==> src/rtl/mips_multicycle_ctrl.sv <==
// mips_multicycle_ctrl
// Multicycle main controller for the MIPS datapath. A Moore FSM sequences
// fetch, decode, execute, memory and writeback; memory states optionally wait
// on a ready handshake and can abort after a bounded number of wait cycles.
//
// Ports
//   clk_i, reset_i          clock, synchronous active-high reset
//   opcode_i[5:0]           instr[31:26] from the IR (sampled in DECODE only)
//   zero_i                  ALU zero flag (qualifies the branch PC write)
//   mem_ready_i             memory finished the current access this cycle
//   pc_write_o .. pc_src_o  datapath mux selects and write enables
//   state_o[3:0]            current state code, for debug
//   instr_done_o            pulse on the last cycle of each instruction
//   illegal_op_o            pulse in DECODE for an unsupported opcode
//   mem_timeout_o           pulse when a memory wait exceeds WAIT_LIMIT
//
// state   | meaning
// --------+---------------------------------------------------------
// FETCH   | 0  read instruction at PC, PC <= PC + 4 when ready
// DECODE  | 1  latch opcode, branch target into ALUOut, dispatch
// MEMADR  | 2  ALU computes load/store address
// MEMRD   | 3  load data read from memory
// MEMWB   | 4  MDR written to rt
// MEMWR   | 5  store data written to memory
// EXEC    | 6  R-type ALU operation
// ALUWB   | 7  ALUOut written to rd
// BRANCH  | 8  beq compare, PC <= ALUOut when equal
// IMMEXEC | 9  I-type ALU operation with immediate
// IMMWB   | 10 ALUOut written to rt
// JUMP    | 11 PC <= jump target

module mips_multicycle_ctrl #(
    parameter int          MEM_HANDSHAKE = 1,
    parameter int unsigned WAIT_LIMIT    = 0
) (
    input  logic       clk_i,
    input  logic       reset_i,
    input  logic [5:0] opcode_i,
    input  logic       zero_i,
    input  logic       mem_ready_i,
    output logic       pc_write_o,
    output logic       iord_o,
    output logic       mem_read_o,
    output logic       mem_write_o,
    output logic       ir_write_o,
    output logic       mem_to_reg_o,
    output logic       reg_dst_o,
    output logic       reg_write_o,
    output logic       alu_src_a_o,
    output logic [1:0] alu_src_b_o,
    output logic [1:0] alu_op_o,
    output logic [1:0] pc_src_o,
    output logic [3:0] state_o,
    output logic       instr_done_o,
    output logic       illegal_op_o,
    output logic       mem_timeout_o
);

    typedef enum logic [3:0] {
        S_FETCH   = 4'd0,
        S_DECODE  = 4'd1,
        S_MEMADR  = 4'd2,
        S_MEMRD   = 4'd3,
        S_MEMWB   = 4'd4,
        S_MEMWR   = 4'd5,
        S_EXEC    = 4'd6,
        S_ALUWB   = 4'd7,
        S_BRANCH  = 4'd8,
        S_IMMEXEC = 4'd9,
        S_IMMWB   = 4'd10,
        S_JUMP    = 4'd11
    } state_e;

    localparam logic [5:0] OP_RTYPE = 6'b000000;
    localparam logic [5:0] OP_LW    = 6'b100011;
    localparam logic [5:0] OP_SW    = 6'b101011;
    localparam logic [5:0] OP_BEQ   = 6'b000100;
    localparam logic [5:0] OP_J     = 6'b000010;
    localparam logic [5:0] OP_ADDI  = 6'b001000;
    localparam logic [5:0] OP_ADDIU = 6'b001001;
    localparam logic [5:0] OP_ANDI  = 6'b001100;
    localparam logic [5:0] OP_ORI   = 6'b001101;
    localparam logic [5:0] OP_LUI   = 6'b001111;

    // Counter only needs to reach WAIT_LIMIT; with no limit it is a dummy bit.
    localparam int CW = (WAIT_LIMIT > 0) ? $clog2(WAIT_LIMIT + 1) : 1;

    state_e          state_q, state_d;
    logic [5:0]      op_q, op_d;
    logic [CW-1:0]   wait_cnt_q, wait_cnt_d;

    logic            ready;
    logic            at_limit;
    logic [CW-1:0]   wait_inc;

    assign ready    = (MEM_HANDSHAKE != 0) ? mem_ready_i : 1'b1;
    assign at_limit = (WAIT_LIMIT != 0) && (wait_cnt_q == CW'(WAIT_LIMIT));
    // Saturate so an unlimited wait never wraps back to a small count.
    assign wait_inc = (wait_cnt_q == {CW{1'b1}}) ? wait_cnt_q : wait_cnt_q + CW'(1);

    always_ff @(posedge clk_i) begin
        if (reset_i) begin
            state_q    <= S_FETCH;
            op_q       <= 6'b000000;
            wait_cnt_q <= '0;
        end else begin
            state_q    <= state_d;
            op_q       <= op_d;
            wait_cnt_q <= wait_cnt_d;
        end
    end

    always_comb begin
        state_d       = state_q;
        op_d          = op_q;
        wait_cnt_d    = '0;
        pc_write_o    = 1'b0;
        iord_o        = 1'b0;
        mem_read_o    = 1'b0;
        mem_write_o   = 1'b0;
        ir_write_o    = 1'b0;
        mem_to_reg_o  = 1'b0;
        reg_dst_o     = 1'b0;
        reg_write_o   = 1'b0;
        alu_src_a_o   = 1'b0;
        alu_src_b_o   = 2'b00;
        alu_op_o      = 2'b00;
        pc_src_o      = 2'b00;
        instr_done_o  = 1'b0;
        illegal_op_o  = 1'b0;
        mem_timeout_o = 1'b0;

        case (state_q)
            S_FETCH: begin
                mem_read_o  = 1'b1;
                alu_src_b_o = 2'b01;
                if (ready) begin
                    ir_write_o = 1'b1;
                    pc_write_o = 1'b1;
                    state_d    = S_DECODE;
                end else if (at_limit) begin
                    // Refetch from the same PC; nothing is committed.
                    mem_timeout_o = 1'b1;
                end else begin
                    wait_cnt_d = wait_inc;
                end
            end
            S_DECODE: begin
                alu_src_b_o = 2'b11;
                op_d        = opcode_i;
                case (opcode_i)
                    OP_RTYPE:                    state_d = S_EXEC;
                    OP_LW, OP_SW:                state_d = S_MEMADR;
                    OP_BEQ:                      state_d = S_BRANCH;
                    OP_J:                        state_d = S_JUMP;
                    OP_ADDI, OP_ADDIU, OP_ANDI,
                    OP_ORI, OP_LUI:              state_d = S_IMMEXEC;
                    default: begin
                        illegal_op_o = 1'b1;
                        instr_done_o = 1'b1;
                        state_d      = S_FETCH;
                    end
                endcase
            end
            S_MEMADR: begin
                alu_src_a_o = 1'b1;
                alu_src_b_o = 2'b10;
                state_d     = (op_q == OP_LW) ? S_MEMRD : S_MEMWR;
            end
            S_MEMRD: begin
                iord_o     = 1'b1;
                mem_read_o = 1'b1;
                if (ready) begin
                    state_d = S_MEMWB;
                end else if (at_limit) begin
                    mem_timeout_o = 1'b1;
                    instr_done_o  = 1'b1;
                    state_d       = S_FETCH;
                end else begin
                    wait_cnt_d = wait_inc;
                end
            end
            S_MEMWB: begin
                mem_to_reg_o = 1'b1;
                reg_write_o  = 1'b1;
                instr_done_o = 1'b1;
                state_d      = S_FETCH;
            end
            S_MEMWR: begin
                iord_o      = 1'b1;
                mem_write_o = 1'b1;
                if (ready) begin
                    instr_done_o = 1'b1;
                    state_d      = S_FETCH;
                end else if (at_limit) begin
                    mem_timeout_o = 1'b1;
                    instr_done_o  = 1'b1;
                    state_d       = S_FETCH;
                end else begin
                    wait_cnt_d = wait_inc;
                end
            end
            S_EXEC: begin
                alu_src_a_o = 1'b1;
                alu_op_o    = 2'b10;
                state_d     = S_ALUWB;
            end
            S_ALUWB: begin
                reg_dst_o    = 1'b1;
                reg_write_o  = 1'b1;
                instr_done_o = 1'b1;
                state_d      = S_FETCH;
            end
            S_BRANCH: begin
                alu_src_a_o  = 1'b1;
                alu_op_o     = 2'b01;
                pc_src_o     = 2'b01;
                pc_write_o   = zero_i;
                instr_done_o = 1'b1;
                state_d      = S_FETCH;
            end
            S_IMMEXEC: begin
                alu_src_a_o = 1'b1;
                alu_src_b_o = 2'b10;
                alu_op_o    = (op_q == OP_ORI) ? 2'b11 : 2'b00;
                state_d     = S_IMMWB;
            end
            S_IMMWB: begin
                reg_write_o  = 1'b1;
                instr_done_o = 1'b1;
                state_d      = S_FETCH;
            end
            S_JUMP: begin
                pc_src_o     = 2'b10;
                pc_write_o   = 1'b1;
                instr_done_o = 1'b1;
                state_d      = S_FETCH;
            end
            default: state_d = S_FETCH;
        endcase

        // Reset is synchronous, so the current state may still be stale in the
        // reset cycle; force every strobe quiet regardless.
        if (reset_i) begin
            pc_write_o    = 1'b0;
            iord_o        = 1'b0;
            mem_read_o    = 1'b0;
            mem_write_o   = 1'b0;
            ir_write_o    = 1'b0;
            mem_to_reg_o  = 1'b0;
            reg_dst_o     = 1'b0;
            reg_write_o   = 1'b0;
            alu_src_a_o   = 1'b0;
            alu_src_b_o   = 2'b00;
            alu_op_o      = 2'b00;
            pc_src_o      = 2'b00;
            instr_done_o  = 1'b0;
            illegal_op_o  = 1'b0;
            mem_timeout_o = 1'b0;
        end
    end

    assign state_o = reset_i ? 4'd0 : state_q;

endmodule

==> config.mk <==
export PLATFORM = sky130hd
export DESIGN_NAME = mips_multicycle_ctrl
export DESIGN_NICKNAME = d
export VERILOG_FILES = /design/src/rtl/mips_multicycle_ctrl.sv
export SDC_FILE = /design/constraint.sdc
export NUM_CORES = 1
export LEC_CHECK = 0
export ABC_CLOCK_PERIOD_IN_PS = 1600
export BUFFER_PORTS_ARGS = -buffer_cell sky130_fd_sc_hd__buf_4
export CORE_ASPECT_RATIO = 1.4
export CORE_MARGIN = 2
export CORE_UTILIZATION = 30
export CTS_BUF_LIST = sky130_fd_sc_hd__clkbuf_4
export DETAILED_ROUTE_END_ITERATION = 12
export SLEW_MARGIN = 20
export SYNTH_ARGS = -nofsm -noshare
export SYNTH_HDL_FRONTEND = slang
export SYNTH_SLANG_ARGS = --single-unit
==> constraint.sdc <==
create_clock -name clk_i -period 1.6 [get_ports clk_i]
set_input_delay 0.32 -clock clk_i [delete_from_list [all_inputs] [get_ports clk_i]]
set_output_delay 0.32 -clock clk_i [all_outputs]
set_load 0.01 [all_outputs]
==> metrics.txt, run 1 <==
GRT Residual Overflow 0; post-route minimum period 1.76 ns; Initial Utilization 0.307; Clk pin slew, worst setup/hold paths 0.07 ns; failing checks negative setup slack; Top Metal Used met3; post-synth cell types 39; CTS tree done; critical setup path kind register to output pin; Longest Clk Path Bufs 2; CP Capture Type output pin; YS warnings 0; Synth Net Count 133; Hold Crit Class primary input to register; most common cell after layout, fill and taps aside buf_4; achievable frequency 568 MHz; placed instance area 1220 sq um; Final Instance Area 1510 sq um; worst hold stages 2; Die X 49.2 um; CP Launch Type register; Worst path slowest cell a2111oi_2; metal1 wirelength 1170 um; Top-Level Pins 32; post-synthesis register bit count 10; top post-synthesis cells by area dfxtp_1, nor2_1, mux2i_1, nor3_1, nand2_1; Total Routing Usage GR 0.183; routed wire length 3020 um; latest clock arrival within the worst-skew pair 0.26 ns; clk sinks 10; most frequent cells in the layout buf_4, nor2_1, buf_6, mux2i_1, nand2_1; Critical R2R Capture state_q[1]; CP Max Fanout 2; EDFF count, synth 0; diode count 0; Post-Synth XOR/XNOR Area 0.0102; vias per cell 5.23; core box area between 2000 and 3000 sq um; Placement Setup Slack -0.0630 ns; WL met3 54 um; VDD IR max 0.000340 V; R2R cell count 7; fin. max-slew vios 0; Seq/Total Area, Yosys 0.233; Data arrival, critical path 1.44 ns; antenna violations before repair 0; min-delay src mem_ready_i; Area Overhead vs Synth 75.8%; Final ANT Viol Nets 0; H-tree depth 1; Nets 185; hpwl dp 2100 um; Pwr Density 438 nW/um^2; mux cell area share after synthesis 0.0816; max incr delay on CP 0.35 ns; Hold Fails Final Rpt 0; final worst slack -0.161 ns; largest family of logic cells by synthesized area simple AND/OR/NAND/NOR gates; reg2reg setup slack around 0.20 ns; leakage power 0.625 nW; largest area contributor in the netlist dfxtp_1; r2r startpoint state_q[1]; run status finished with violations; DRC 0; Port Buffers 30; RSZ-0062 raised after global routing yes; Mapped Cells 123; critical-path cell list nor2b_4 -> nand4_1 -> a2111oi_2 -> buf_4; die height 67.3 um; share of the synthesized area in the top cell type 0.233; WL/cell 14.3 um; number of global-route vias before repair 1,104; MaxCap Viol Count 0; hold buffers post-CTS 0; DR iter-0 viols 21; Synth async-reset ratio 0; root buffer cell clkbuf_4; Detailed Routing Iterations Pass 1 4; Die Footprint ~3300 sq um; Synth Area in Compound Gates 0.204; Final Setup Violations 11; Avg Cell Area, Syn 6.98 sq um; layout cell share with drive strength beyond 1 0.546; Synth Area in Simple Gates 0.380; clock skew about 0.0067 ns; required time of the worst setup path 1.28 ns; GPL Wtd Cong 0.816; part of the cycle the worst path needs 1.10; Worst Path Buf+Inv 1; Post-Synth Adder-Cell Area 0; Top FF cell, synth dfxtp_1; FP Rows 23; total CTS buffers 3; DR WL met2 1790 um; wire length of the first global-routing pass 4850 um; cell area after synthesis about 860 sq um; Vias 1,103; Worst Hold End state_q[1]; pin count of the biggest net entering global routing 10; CP top delay family compound AO/OA/AOI/OAI gates
## logic make-up (layout without fill, tap and decap cells)
logic type / after synthesis / in the layout
flops: 10 / 10
xor+xnor: 1 / 1
compound gates: 25 / 25
buf+inv: 15 / 66
other cells: 1 / 1
mux: 7 / 7
simple gates: 64 / 64
## cell usage after synthesis, types with 2 or more instances
cell type	count
nor2_1	27
mux2i_1	7
nor2b_1	4
nor4_1	3
a31oi_1	2
a21oi_1	3
o21ai_0	2
a21o_1	2
nand2_1	9
o22ai_1	2
dfxtp_1	10
o211ai_1	2
buf_2	5
nor3_1	9
and3_1	3
inv_2	3
a2111oi_0	2
nand4_1	2
a211oi_1	2
clkbuf_1	5
## flip-flops by register name, summed over array words and instances, names as in the netlist
signal,cells
op_q,6
state_q,4
## per-layer routing
| metal | vias up | global-route usage |
|---|---|---|
| li1 | 546 | - |
| met1 | 543 | 0.202 |
| met2 | 14 | 0.373 |
| met3 | 0 | 0.0155 |
| met4 | 0 | 0.0393 |
| met5 | - | 0 |
## worst max-delay path by stage
stage,to,slack [ns],from,cells after the start
floorplan,instr_done_o,-0.03,state_q[1],5
global placement,instr_done_o,-0.04,opcode_i[1],6
detailed placement,alu_op_o[0],-0.06,op_q[0],4
CTS,alu_op_o[0],-0.15,op_q[0],4
global route,alu_op_o[1],-0.26,op_q[0],6
finish,alu_op_o[0],-0.16,op_q[0],4
## power breakdown
group          internal [mW]  switching (mW)  total, mW
Sequential             0.254          0.0113      0.266
Combinational          0.114           0.109      0.223
Clock                 0.0899          0.0834      0.173
Total                  0.458           0.204      0.662
## layout make-up
type                            instances  area [sq um]
Clock buffer                            3          22.5
Sequential cell                        10           216
Inverter                                3          16.3
Clock inverter                          1          3.75
Timing Repair Buffer                   59           488
Fill cell                             257          1280
Tap cell                               37          46.3
Multi-Input combinational cell         98           716
## timing repair
item	in CTS	in global routing
buffers inserted	6	3
pin swaps	13	9
resized for setup	34	18
endpoints found under the setup margin	18	17
## per-stage QoR
step           std cells  utilization  hold WS [ns]  TNS (ns)  power, mW
6_report             211        0.541         0.320    -0.741      0.662
3_5_place_dp         198        0.437         0.506    -0.102      0.449
2_1_floorplan        123            -         0.414   -0.0348      0.373
5_1_grt              211        0.541         0.307     -1.80      0.709
4_1_cts              208        0.505         0.303    -0.705      0.649
3_3_place_gp         198        0.437         0.466   -0.0727      0.446
Note: power is estimated with default switching activity, not from simulation.
==> inputs of run 2 (changes only) <==
--- a/config.mk
+++ b/config.mk
@@ -8,7 +8,6 @@
 export ABC_CLOCK_PERIOD_IN_PS = 1600
 export BUFFER_PORTS_ARGS = -buffer_cell sky130_fd_sc_hd__buf_4
 export CORE_ASPECT_RATIO = 1.4
-export CORE_MARGIN = 2
 export CORE_UTILIZATION = 30
 export CTS_BUF_LIST = sky130_fd_sc_hd__clkbuf_4
 export DETAILED_ROUTE_END_ITERATION = 12
==> run 2 against run 1 <==
- the run still ends with negative setup slack left
- power grew 0.60%
- cell area shrank 3.6%
- critical path depth is the same
- clock-buffer cell count is the same
- worst setup slack gained 0.0079 ns
- cell count shrank 1.9%
- via count grew 0.73%
- register-to-register slack is essentially flat
- first-iteration DRC count grew 67%
- combinational power shrank 4%
- largest power group unchanged
==> metrics.txt, run 2 (synthesis results as in run 1) <==
run status finished with violations; failing checks negative setup slack; switching portion of total power 0.320; hpwl dp 2130 um; CTS tree done; Filler Cells Inserted 263; Pwr Density roughly 460 nW/um^2; Reg with most FFs op_q; post-route minimum period 1.75 ns; number of global-route vias before repair about 1,100; DR iter-0 viols 35; VDD IR max about 0.00035 V; core box area 2670 sq um; critical setup path kind register to output pin; Power Total 666 uW; required time of the worst setup path 1.28 ns; register share of total power 0.402; final worst slack -0.153 ns; Clk pwr share 0.276; combinational power share 0.321; Vias 1,111; vias per cell 5.37; diode count 0; wire length of the first global-routing pass between 5000 and 6000 um; clk sinks 10; Nets 182; Int Power 453 uW; CP Launch Type register; fin. max-slew vios 0; pin count of the biggest net entering global routing 15; MaxCap Viol Count 0; hold buffers post-CTS 0; placed instance area 1200 sq um; GPL Wtd Cong 0.771; most frequent cells in the layout buf_4, nor2_1, buf_6, mux2i_1; routed wire length 3110 um; Port Buffers 30; CP Capture Type output pin; Hold Fails Final Rpt 0; FP Rows 22; max FFs per register 6; achievable frequency 570 MHz; Final Instance Area 1450 sq um; Final Setup Violations 8; Layout Cells excl Fill 207; Die X about 47 um; Die Footprint approximately 3100 sq um; Clk pin slew, worst setup/hold paths 0.07 ns; H-tree depth 1; part of the cycle the worst path needs 1.10; root buffer cell clkbuf_4; DRC 0; WL/cell 15.0 um; Area Overhead vs Synth 69.4%; clock skew 0.00132 ns; Final ANT Viol Nets 0; Detailed Routing Iterations Pass 1 4; latest clock arrival within the worst-skew pair 0.26 ns; most common cell after layout, fill and taps aside buf_4; RSZ-0062 raised after global routing yes; leakage power 0.612 nW; biggest regs op_q (6), state_q (4); CP Max Fanout 2; GRT Residual Overflow 0; Total Routing Usage GR 0.224; setup_tns -0.650 ns; Initial Utilization 0.321; Placed Cells 195; Hold Crit Class primary input to register; Top-Level Pins 32; total CTS buffers 3; Data arrival, critical path 1.43 ns; antenna violations before repair 0; Longest Clk Path Bufs 2; layout cell share with drive strength beyond 1 0.515; Switching Power 213 uW; die height 65.3 um
## run 2: changes by cell type in the layout (fill, tap and decap cells not counted), moves of 2 or more
cell | before | now
buf_4 | 48 | 46
nor3_1 | 3 | 5
nand2_2 | 2 | 4
inv_4 | 2 | 0
## run 2: critical path, stage by stage, from the launching register on
cell and delay [ns]:
dfxtp_2 0.33, nor2b_4 0.13, nand4_1 0.16, a2111oi_2 0.36, buf_4 0.18
## run 2: what timing repair did
action / 4_1_cts / 5_1_grt
setup endpoints to repair: 19 / 16
resized for setup: 30 / 16
hold endpoints to repair: 0 / 0
pin swaps: 8 / 5
setup buffers: 7 / 1
## run 2: final cells by class
type	instances	area, sq um	area share
flip-flops and latches	10	216	0.149
inverters	3	16.3	0.0112
repair buffers	56	462	0.318
clock buffers	3	22.5	0.0155
well taps	36	45.0	0.0310
multi-input cells	98	688	0.473
clock inverters	1	3.75	0.00258
## run 2: power by group through the flow
stage / Clock [mW] / Sequential, mW / Combinational (mW)
detailed placement: 0 / 0.276 / 0.173
CTS: 0.187 / 0.267 / 0.197
floorplan: 0 / 0.270 / 0.102
global placement: 0 / 0.276 / 0.169
finish: 0.184 / 0.268 / 0.214
global route: 0.202 / 0.269 / 0.233
## run 2: path summary, 6_finish.rpt
kind	from	end	slack, ns	depth (start not counted)
max reg2reg	state_q[1]	state_q[1]	0.21	5
max	op_q[0]	alu_op_o[0]	-0.15	4
min	mem_ready_i	state_q[1]	0.30	2
min reg2reg	op_q[0]	op_q[0]	0.52	2
## run 2: metal layers
layer,share of wire,up-vias,global-route usage
met4,0.0087,0,0.0750
met5,0,-,0
met1,0.41,535,0.255
li1,-,541,-
met2,0.54,31,0.403
met3,0.036,4,0.0330
## run 2: through the flow
step | hold slack, ns | utilization | worst slack [ns]
floorplan | 0.414 | - | -0.0274
global placement | 0.473 | 0.451 | -0.0456
detailed placement | 0.502 | 0.451 | -0.0625
CTS | 0.294 | 0.519 | -0.168
global route | 0.294 | 0.545 | -0.251
finish | 0.301 | 0.545 | -0.153
==> inputs of run 3 (changes only) <==
--- a/config.mk
+++ b/config.mk
@@ -7,10 +7,10 @@
 export LEC_CHECK = 0
 export ABC_CLOCK_PERIOD_IN_PS = 1600
 export BUFFER_PORTS_ARGS = -buffer_cell sky130_fd_sc_hd__buf_4
-export CORE_ASPECT_RATIO = 1.4
-export CORE_UTILIZATION = 30
+export CORE_UTILIZATION = 50
 export CTS_BUF_LIST = sky130_fd_sc_hd__clkbuf_4
 export DETAILED_ROUTE_END_ITERATION = 12
+export PLACE_DENSITY = 0.81
 export SLEW_MARGIN = 20
 export SYNTH_ARGS = -nofsm -noshare
 export SYNTH_HDL_FRONTEND = slang
==> run 3 against run 2 <==
- the flow now stops in 5_1_grt
- synthesized cell count unchanged
- area after synthesis unchanged
==> metrics.txt, run 3 <==
root buffer cell clkbuf_4; FP Rows 14; top-count cell post-synth nor2_1; Synth Net Count 133; post-synthesis register bit count 10; last flow stage reached 5_1_grt; Total Routing Usage GR 0.731; die height around 43 um; pin count of the biggest net entering global routing 12; EDFF count, synth 0; largest area contributor in the netlist dfxtp_1; run status aborted with a tool error; top post-synthesis cells by area dfxtp_1, nor2_1, mux2i_1, nor3_1, nand2_1; Initial Utilization 0.551; hold buffers post-CTS 0; worst-path endpoint after global-route repair_timing instr_done_o; post-synth cell types 39; Die X 43.4 um; Synth async-reset ratio 0; GRT Residual Overflow 26; H-tree depth 1; YS warnings 0; Avg Cell Area, Syn roughly 7.0 sq um; Mapped Cells 123; clk sinks 10; commonest cells in the netlist nor2_1, dfxtp_1, nand2_1, nor3_1, mux2i_1; Longest Clk Path Bufs 2; Port Buffers 30; stop err [ERROR GRT-0232] Routing congestion too high. Check the congestion heatmap in the GUI.; worst ep type top-level output; Top-Level Pins 32; hpwl dp 1990 um; GPL Wtd Cong 0.915; total CTS buffers 3; cell area after synthesis 858 sq um; Seq/Total Area, Yosys 0.233; Top FF cell, synth dfxtp_1; share of the synthesized area in the top cell type 0.233
run 3: cell counts after synthesis:
No cell type changed its count.
run 3: timing repair:
| action | CTS |
|---|---|
| hold endpoints to repair | 0 |
| buffers inserted | 13 |
| pin swaps | 11 |
| resized for setup | 35 |
| endpoints found under the setup margin | 19 |
run 3: logic make-up after synthesis:
family	count (synthesis)	share of synthesized area
compound gates	25	0.204
xor+xnor	1	0.0102
buf+inv	15	0.0860
other cells	1	0.00437
simple gates	64	0.380
mux	7	0.0816
flops	10	0.233
run 3: layer usage:
layer | GRT usage | GRT overflow
met3 | 0.442 | 0
met2 | 0.939 | 15
met1 | 0.749 | 0
met5 | 0 | 0
met4 | 0.850 | 11
run 3: through the flow:
stage / setup slack (ns) / utilization / cell area [sq um] / TNS, ns / instances
floorplan: -0.0274 / - / 861 / -0.0348 / 123
global placement: -0.0457 / 0.761 / 1190 / -0.0588 / 176
detailed placement: -0.0571 / 0.761 / 1190 / -0.0774 / 176
CTS: -0.132 / 0.915 / 1430 / -0.974 / 193
==> inputs of run 4 (changes only) <==
--- a/config.mk
+++ b/config.mk
@@ -7,10 +7,10 @@
 export LEC_CHECK = 0
 export ABC_CLOCK_PERIOD_IN_PS = 1600
 export BUFFER_PORTS_ARGS = -buffer_cell sky130_fd_sc_hd__buf_4
-export CORE_UTILIZATION = 50
-export CTS_BUF_LIST = sky130_fd_sc_hd__clkbuf_4
+export CORE_AREA = 2 2 63 65
 export DETAILED_ROUTE_END_ITERATION = 12
-export PLACE_DENSITY = 0.81
+export DIE_AREA = 0 0 65 67
+export PLACE_DENSITY_LB_ADDON = 0.15
 export SLEW_MARGIN = 20
 export SYNTH_ARGS = -nofsm -noshare
 export SYNTH_HDL_FRONTEND = slang
==> run 4 against run 3 <==
- the flow now finishes, with violations (negative setup slack)
==> metrics.txt, run 4 (synthesis results as in run 1) <==
CP Max Fanout 2; Reg with most FFs op_q; fin. max-slew vios 0; number of global-route vias before repair approximately 1,100; switching portion of total power 0.272; wire length of the first global-routing pass around 5000 um; leakage power 0.715 nW; worst hold stages 2; WL/cell 13.5 um; Layout Cells excl Fill 232; layout cell share with drive strength beyond 1 0.592; Switching Power 224 uW; DR iter-0 viols 50; Power Total 823 uW; final worst slack -0.106 ns; total CTS buffers 3; antenna violations before repair 0; FP Rows 22; reg2reg setup slack about 0.15 ns; GRT Residual Overflow 0; core box area 3610 sq um; diode count 0; combinational power share 0.292; Area Overhead vs Synth 96.5%; setup_tns -0.269 ns; Hold Crit Class primary input to register; GPL Wtd Cong around 0.81; Final Instance Area 1690 sq um; Data arrival, critical path between 1 and 1.5 ns; Top-Level Pins 32; failing checks negative setup slack; most common cell after layout, fill and taps aside buf_4; most frequent cells in the layout buf_4, nor2_1, buf_6, mux2i_1, nand2_1; placed instance area 1270 sq um; Hold Fails Final Rpt 0; max FFs per register 6; clock skew between 0.001 and 0.0015 ns; clk sinks 10; routed wire length 3120 um; post-route minimum period 1.71 ns; Total Routing Usage GR 0.148; CTS tree done; Longest Clk Path Bufs 2; Port Buffers 30; die height between 60 and 70 um; Clk pin slew, worst setup/hold paths 0.05 ns; Die X around 65 um; Detailed Routing Iterations Pass 1 4; latest clock arrival within the worst-skew pair around 0.23 ns; hold buffers post-CTS 0; required time of the worst setup path 1.28 ns; Initial Utilization 0.238; Die Footprint 4360 sq um; Vias 1,108; R2R cell count 7; run status finished with violations; DRC 0; CP Launch Type register; vias per cell 4.78; Filler Cells Inserted roughly 360; Final ANT Viol Nets 0; register share of total power 0.324; critical setup path kind register to output pin; Nets 195; biggest regs op_q (6), state_q (4); achievable frequency 586 MHz; RSZ-0062 raised after global routing yes; hpwl dp 2220 um; root buffer cell clkbuf_8; CP Capture Type output pin; H-tree depth 1; Pwr Density 488 nW/um^2; MaxCap Viol Count 0; Final Setup Violations 6; part of the cycle the worst path needs 1.07; Core Util, Final 0.468; VDD IR max around 0.00036 V; pin count of the biggest net entering global routing 12; Clk pwr share 0.384; Placed Cells 214; Int Power ~600 uW
## run 4: cell type report
class                      instances  area (sq um)  share of cell area
multi-input combinational         98           731               0.433
inverter                           3          18.8              0.0111
sequential                        10           219               0.130
clock buffer                       4          55.1              0.0326
tap                               48          60.1              0.0356
timing repair buffer              69           603               0.358
## run 4: worst paths after layout
path                    start          end
setup reg to reg   state_q[1]   state_q[0]
hold reg to reg       op_q[0]      op_q[0]
setup / recovery      op_q[0]  alu_op_o[0]
hold / removal    mem_ready_i   state_q[1]
## run 4: stage by stage
step           setup slack (ns)  hold slack [ns]
2_1_floorplan           -0.0274            0.414
3_3_place_gp            -0.0833            0.471
3_5_place_dp            -0.0787            0.481
4_1_cts                  -0.116            0.329
5_1_grt                  -0.171            0.343
6_report                 -0.106            0.332
## run 4: worst max-delay path, cell delays in order, from the launching register on
cell	delay, ns
dfxtp_2	0.32
nor2b_4	0.13
nand4_1	0.17
a2111oi_2	0.35
buf_4	0.18
## run 4: routing by layer
| layer | global-route usage | vias up | wire length [um] | share of wire |
|---|---|---|---|---|
| li1 | - | 563 | - | - |
| met1 | 0.189 | 534 | 1390 | 0.44 |
| met2 | 0.255 | 9 | 1660 | 0.53 |
| met5 | 0 | - | 0 | 0 |
| met3 | 0.0304 | 2 | 52 | 0.017 |
| met4 | 0.0319 | 0 | 21 | 0.0067 |
## run 4: repair_timing
item / in CTS / in global routing
buffers inserted: 6 / 8
pin swaps: 11 / 16
endpoints found under the setup margin: 17 / 16
gates resized for setup: 38 / 26
## run 4: power by group through the flow
stage	combinational, mW	sequential (mW)	clock, mW
finish	0.240	0.267	0.316
global placement	0.183	0.273	0
detailed placement	0.182	0.274	0
global route	0.260	0.268	0.349
floorplan	0.102	0.270	0
CTS	0.215	0.270	0.326
